--- config.mk ---
export PLATFORM = sky130hd
export DESIGN_NAME = th_mn_array
export DESIGN_NICKNAME = d
export VERILOG_FILES = /design/src/rtl/th_pkg.sv /design/src/rtl/th_mn_cell.sv /design/src/rtl/th_mn_array.sv
export SDC_FILE = /design/constraint.sdc
export NUM_CORES = 1
export LEC_CHECK = 0
export ABC_AREA = 1
export ABC_CLOCK_PERIOD_IN_PS = 4700
export BUFFER_PORTS_ARGS = -buffer_cell sky130_fd_sc_hd__buf_2
export CORE_UTILIZATION = 50
export DETAILED_ROUTE_END_ITERATION = 6
export HOLD_SLACK_MARGIN = 0.03
export PLACE_DENSITY_LB_ADDON = 0.08
export REMOVE_ABC_BUFFERS = 1
export SYNTH_ARGS = -nofsm -noshare
export SYNTH_HDL_FRONTEND = slang
export SYNTH_HIERARCHICAL = 1
export SYNTH_SLANG_ARGS = --single-unit
--- constraint.sdc ---
create_clock -name clk -period 4.7 [get_ports clk]
set_input_delay 0.94 -clock clk [delete_from_list [all_inputs] [get_ports clk]]
set_output_delay 0.94 -clock clk [all_outputs]
set_load 0.02 [all_outputs]
--- src/rtl/th_pkg.sv ---
// Shared types and sizing helpers for the threshold-gate array.
package th_pkg;

  typedef enum logic {TH_NUL, TH_SET} th_state_e;

  localparam string TH_ENC_FP = "FP";
  localparam string TH_ENC_TP = "TP";

  function automatic int th_sum_w(int in_num, int wgt_w);
    return $clog2(in_num * ((1 << wgt_w) - 1) + 1);
  endfunction

  function automatic int th_wsum(
    logic [511:0] wgt,
    int           in_num,
    int           wgt_w
  );
    int s;
    logic [511:0] m;
    s = 0;
    m = (512'd1 << wgt_w) - 512'd1;
    for (int i = 0; i < in_num; i++)
      s += int'((wgt >> (i * wgt_w)) & m);
    return s;
  endfunction

endpackage

--- src/rtl/th_mn_cell.sv ---
// One THmn gate channel: optional input register,
// weighted sum and NUL/SET hysteresis state.
module th_mn_cell
  import th_pkg::*;
#(
  parameter string ENC    = TH_ENC_FP,
  parameter int    IN_NUM = 4,
  parameter int    WGT_W  = 2,
  parameter logic [IN_NUM*WGT_W-1:0] WGT =
    {IN_NUM{WGT_W'(1)}},
  parameter int    THRESH = 2
) (
  input  logic              clk,
  input  logic              rst,
  input  logic              en_i,
  input  logic [IN_NUM-1:0] in_i,
  output logic              out_o
);

  localparam int SW = th_sum_w(IN_NUM, WGT_W);

  logic [IN_NUM-1:0] gin;
  logic [SW-1:0]     sum;
  th_state_e         state_q, state_d;

  if (ENC == TH_ENC_TP) begin : g_tp
    logic [IN_NUM-1:0] in_q;
    always_ff @(posedge clk) begin
      if (rst)       in_q <= '0;
      else if (en_i) in_q <= in_i;
    end
    assign gin = in_q;
  end else begin : g_fp
    assign gin = in_i;
  end

  always_comb begin
    sum = '0;
    for (int i = 0; i < IN_NUM; i++)
      if (gin[i])
        sum = sum + SW'(WGT[i*WGT_W +: WGT_W]);
  end

  always_comb begin
    state_d = state_q;
    if (en_i) begin
      unique case (state_q)
        TH_NUL:
          if (sum >= SW'(THRESH))
            state_d = TH_SET;
        TH_SET:
          if (gin == '0)
            state_d = TH_NUL;
        default: state_d = TH_NUL;
      endcase
    end
  end

  always_ff @(posedge clk) begin
    if (rst) state_q <= TH_NUL;
    else     state_q <= state_d;
  end

  assign out_o = (state_q == TH_SET);

endmodule

--- src/rtl/th_mn_array.sv ---
// CH-wide THmn gate array with completion detect.
// Optional stall watchdog enabled by TH_WDOG_EN.
module th_mn_array
  import th_pkg::*;
#(
  parameter string ENC    = TH_ENC_FP,
  parameter int    IN_NUM = 4,
  parameter int    CH     = 8,
  parameter int    WGT_W  = 2,
  parameter logic [IN_NUM*WGT_W-1:0] WGT =
    {IN_NUM{WGT_W'(1)}},
  parameter int    THRESH = 2,
  parameter int    WDOG_W = 8
) (
  input  logic                 clk,
  input  logic                 rst,
  input  logic                 en,
  input  logic [CH*IN_NUM-1:0] in,
  output logic [CH-1:0]        out,
  output logic                 all_set,
  output logic                 all_null,
  output logic                 stall
);

  localparam int WSUM =
    th_wsum(512'(WGT), IN_NUM, WGT_W);

  if (THRESH < 1 || THRESH > WSUM) begin : g_bad_thresh
    $error("th_mn_array: THRESH %0d outside 1..%0d",
           THRESH, WSUM);
  end

  if (WDOG_W < 1) begin : g_bad_wdog
    $error("th_mn_array: WDOG_W must be >= 1");
  end

  for (genvar c = 0; c < CH; c++) begin : g_ch
    th_mn_cell #(
      .ENC   (ENC),
      .IN_NUM(IN_NUM),
      .WGT_W (WGT_W),
      .WGT   (WGT),
      .THRESH(THRESH)
    ) u_cell (
      .clk  (clk),
      .rst  (rst),
      .en_i (en),
      .in_i (in[c*IN_NUM +: IN_NUM]),
      .out_o(out[c])
    );
  end

  assign all_set  = &out;
  assign all_null = ~|out;

`ifdef TH_WDOG_EN
  logic [WDOG_W-1:0] cnt_q, cnt_d;
  logic [CH-1:0]     prev_q;
  logic              mixed;

  assign mixed = !all_set && !all_null;

  // prev_q tracks out so a wavefront step restarts the count
  always_comb begin
    cnt_d = cnt_q;
    if (out != prev_q)
      cnt_d = '0;
    else if (en && mixed && !(&cnt_q))
      cnt_d = cnt_q + WDOG_W'(1);
  end

  always_ff @(posedge clk) begin
    if (rst) begin
      cnt_q  <= '0;
      prev_q <= '0;
    end else begin
      cnt_q  <= cnt_d;
      prev_q <= out;
    end
  end

  assign stall = &cnt_q;
`else
  assign stall = 1'b0;
`endif

endmodule
* Word level (Yosys, flattened, before mapping)
Cells that the tools add are included.
Operators by class: divide/modulo/power cells 0, $add $sub $neg 24, reductions and logical operators 11, eq/ne operators 0, bitwise gates (word level) 8, multiply operators 0, shifts and indexed selects 0, multiplexer cells 56, $lt $le $gt $ge 8
Operators by type and width (count):
- $mux 4 | 24
- $add 4x1->4 const B | 16
- $ge 4x2->1 const B | 8
- $logic_not 4->1 | 8
- $mux 1 | 24
- $add 1x1->2 const B | 8
- $pmux 1 s2 | 8
- $not 1->1 | 8
- $reduce_and 8->1 | 1
- $reduce_or 8->1 | 1
- $logic_not 1->1 | 1
Storage, ports and cells: RAM bits 0, memory bits (read-only) 0, latch bits 0, word-level logic and storage cells 115, bits of input ports 35, memories kept 0, bits in registers 8, output and inout port bits 11

* Logic depth before layout (Yosys ltp)
word-level depth 10, gate-level depth with buffers 13, gate-level depth less buffers 13

* Hierarchy
The synthesis kept the hierarchy.
Modules (own cells, without submodules):
- th_mn_cell | times used 8, area each 185.2 sq um, cells an instance 32, sequential area each 20.0 sq um
- th_mn_array | times used 1, area each 78.8 sq um, cells an instance 20, sequential area each 0.0 sq um

* Least setup slack after synthesis
Ideal clock, no wire load.
kind input -> register, start point input in[0], end point register g_ch[0].u_cell.state_q, data arrival time 2097 ps, setup time 119 ps, stages 9, data required time 4581 ps, path slack 2484 ps, path buffers 0, cell sequence inv_1 ha_1 xor2_1 ha_1 or2_1 nand2_1 nand2_1 nand2_1 a21oi_1
Between the ends: cells in the longest elaborated chain, start to end 10, elaborated cells on any way between the ends 12, those cells by class 3 x add/sub; 1 x order compare; 7 x mux; 1 x reduce/logical
RTL lines:
- start, declared | RTL line th_mn_array.sv:18 | input logic [CH*IN_NUM-1:0] in,
- $mux 1 | RTL line th_mn_cell.sv:40 | if (gin[i])
- $add 1x1->2 | RTL line th_mn_cell.sv:41 | sum = sum + SW'(WGT[i*WGT_W +: WGT_W]);
- $mux 4 | RTL line th_mn_cell.sv:40
- $add 4x1->4 | RTL line th_mn_cell.sv:41
- $mux 4 | RTL line th_mn_cell.sv:40
- $add 4x1->4 | RTL line th_mn_cell.sv:41
- $mux 4 | RTL line th_mn_cell.sv:40
- $ge 4x2->1 | RTL line th_mn_cell.sv:49 | if (sum >= SW'(THRESH))
- $mux 1 | RTL line th_mn_cell.sv:49
- $pmux 1 s2 (*) | RTL line th_mn_cell.sv:47 | unique case (state_q)
- end signal, assigned | RTL line th_mn_cell.sv:61 | else state_q <= state_d;
- end, declared | RTL line th_mn_cell.sv:24 | th_state_e state_q, state_d;
Mark *: on every way between the ends. The rest lies on a longest branch, timed or not. A chain may end at the register's enable or synchronous reset.

* Worst setup path after layout
start point input in[28], end point register g_ch[7].u_cell.state_q
Between the ends: cells in the longest elaborated chain, start to end 10, elaborated cells on any way between the ends 12, those cells by class 3 x add/sub; 1 x order compare; 7 x mux; 1 x reduce/logical
RTL lines (RTL line):
- $mux 1 | th_mn_cell.sv:40
- $add 1x1->2 | th_mn_cell.sv:41
- $mux 4 | th_mn_cell.sv:40
- $add 4x1->4 | th_mn_cell.sv:41
- $mux 4 | th_mn_cell.sv:40
- $add 4x1->4 | th_mn_cell.sv:41
- $mux 4 | th_mn_cell.sv:40
- $ge 4x2->1 | th_mn_cell.sv:49
- $mux 1 | th_mn_cell.sv:49
- $pmux 1 s2 (*) | th_mn_cell.sv:47
- end signal, assigned | th_mn_cell.sv:61
- end, declared | th_mn_cell.sv:24
Marks and branches as above.

==> impl_results.md <==
- Syn-to-layout area delta: 17.6%
- First-pass GRT wire length: 5180 um
- Count leader, synth: nand2_1
- CORE AREA: 2850 um^2
- Status: finished, violations left
- Most instantiated cells after synthesis: nand2_1, inv_1, ha_1
- Ranking of synthesized cells by area: ha_1, nand2_1, inv_1
- Dpl hpwl: 2380 um
- Cts bufs inserted: 3
- Synth Area in Adders: 0.257
- Post-synthesis simple-gate area fraction: 0.393
- Final GP Congestion: 0.803
- Largest family of logic cells by synthesized area: simple AND/OR/NAND/NOR gates
- IO Pins: 46
- Crit end category: register
- Root Driver: clkbuf_4
- Kind of critical path: input port to register
- Overall power: 294 uW
- Cts repair resizes: 0
- Initial Util: 0.547
- Yosys reg bits: 8
- Initial antenna violation count: 0
- Hold Path Depth: 2
- Crit path depth: 10
- Congestion Overflow GR: 0
- Number of synthesized flops with an enable pin: 0
- Setup TNS: 0 ns
- Distinct cells, synth: 12
- Final setup fails: 0
- Seq/Total Area, Yosys: 0.103
- Largest net degree at the start of global routing: 17
- Number of global-route vias before repair: 1351
- Clock transition at path regs: 0.05 ns
- CP Buf/Inv Count: 2
- Quantity of I/O buffers inserted on ports: 44
- Compound-cell area share of the yosys netlist: 0.0513
- Final ANT Viol Nets: 0
- Cell Area, Synth: 1560 um^2
- Final Max Slew Viols: 0
- Depth of the CTS H-tree: 1
- Hold Buf Count CTS: 0
- Post-DR vias/cell: 4.52
- Routed wire length: 2790 um
- Die width: 57.9 um
- Max VDD drop: 0.0770 mV
- Synth area leader: ha_1
- CTS Sinks: 8
- FILL cells: 291
- Number of flip-flops in the largest register: 8
- Row Count: 19
- Synth Flop Type: dfxtp_1
- Final Hold Viols: 0
- Failing checks: DRC
- Yosys top cell area share: 0.257
- Via count: 1596
- Critical Path AT: 2.29 ns
- PD cells: 160 nW/um^2
- DR iter-0 viols: 65
- # diodes: 0
- Mux contribution to synthesized area: 0
- MaxCap Viol Count: 0
- Setup Fix Bufs, Post-CTS: 0
- YS warnings: 6
- DR WL/cell: 7.91 um
- RSZ-0062 raised after global routing: false
- Max stage delay on crit path: 0.33 ns
- Fin Clk Skew: 0 ns
- Die extent in y: 57.9 um
- Synth Instances: 276
- Die area: 3350 um^2
- Max Buffers Root-to-Sink: 2
- Minimum clock period after layout: 2.15 ns
- Reg2reg path depth: 2
- Finished layout cell area: 1830 um^2
- CTS tree: yes
- DRC violations left: 1
- All-Layer GR Usage: 0.190
- Share of layout cells above drive strength 1: 0.146
- Max FO, Critical Path: 3
- CP Launch Type: input port
- CP dominant cell by count: nand2_1
- Final Core Density: 0.643
- Pleak: 1.24 nW
- Pre-Repair DR Iteration Count: 6
- Placed Instance Area: 1810 um^2
- Worst-skew pair later-pin latency: 0.25 ns
- Maximum clock frequency: 0.465 GHz
- Cell Chain, Critical Path: buf_2 > inv_1 > ha_1 > xor2_1 > ha_1 > or2_1 > nand2_1 > nand2_1 > nand2_1 > a21oi_1
- Worst path required time: 4.84 ns
- Worst hold margin: 0.523 ns
- Post-synthesis xor/xnor area fraction: 0.0449
- Hold WC Path Type: register to register
- Final cycle utilization of the critical path: 0.458
- Crit-path slowest cell: ha_1
- Syn_area_per_cell: 5.65 um^2
- NumNets Final: 391
- Ys async rst share: 0
- Crit path max-delay family: adder cells
## kinds of logic (layout without fill, tap and decap cells)
family | count (synthesis) | in the layout
other | 1 | 1
and+or+nand+nor | 150 | 150
DFF | 8 | 8
AOI/OAI and AO/OA | 16 | 16
buffers and inverters | 61 | 107
xor gates and xnor gates | 8 | 8
adders and majority gates | 32 | 32
## final timing paths
kind                        start                    to  slack [ns]
max                        in[28]  g_ch[7].u_cell/out_o        2.55
min          g_ch[2].u_cell/out_o  g_ch[2].u_cell/out_o        0.52
max reg2reg  g_ch[6].u_cell/out_o  g_ch[6].u_cell/out_o        3.97
min reg2reg  g_ch[2].u_cell/out_o  g_ch[2].u_cell/out_o        0.52
## final cells by class
cell class                 instances  area [um^2]  share of cell area
multi-input combinational        207         1170               0.636
timing repair buffer              44          220               0.120
sequential                         8          160              0.0873
tap                               31         38.8              0.0211
clock buffer                       3         22.5              0.0123
inverter                          60          225               0.123
## placed cells by master (no fill, tap or decap), drive strengths merged
cell type,synthesis,routed
nand2,96,96
dfxtp,8,8
inv,60,60
a21oi,8,8
nor2,22,22
buf,1,44
nand3,24,24
conb,1,1
clkbuf,0,3
ha,32,32
xor2,8,8
o21ai,8,8
or2,8,8
## metrics by stage
step / instances / worst slack [ns]
2_1_floorplan: 275 / 2.48
3_3_place_gp: 350 / 2.31
3_5_place_dp: 350 / 2.29
4_1_cts: 353 / 2.56
5_1_grt: 353 / 2.44
6_report: 353 / 2.55
## power by group
part / internal [mW] / total, mW / switching [mW]
logic: 0.0662 / 0.156 / 0.0902
clock network: 0.0292 / 0.0517 / 0.0225
registers: 0.0762 / 0.0862 / 0.0100
## layer usage
| layer | wire length (um) | global-route usage |
|---|---|---|
| met1 | 1490 | 0.257 |
| met2 | 1170 | 0.317 |
| met3 | 112 | 0.0246 |
| met4 | 21 | 0.0510 |
| met5 | 0 | 0 |
## worst min-delay path, delay by kind of cell (launching register included)
kind               cells  cell delay (ns)
DFF                    1             0.34
AOI/OAI and AO/OA      2             0.14
(Power assumes the default switching activity.)
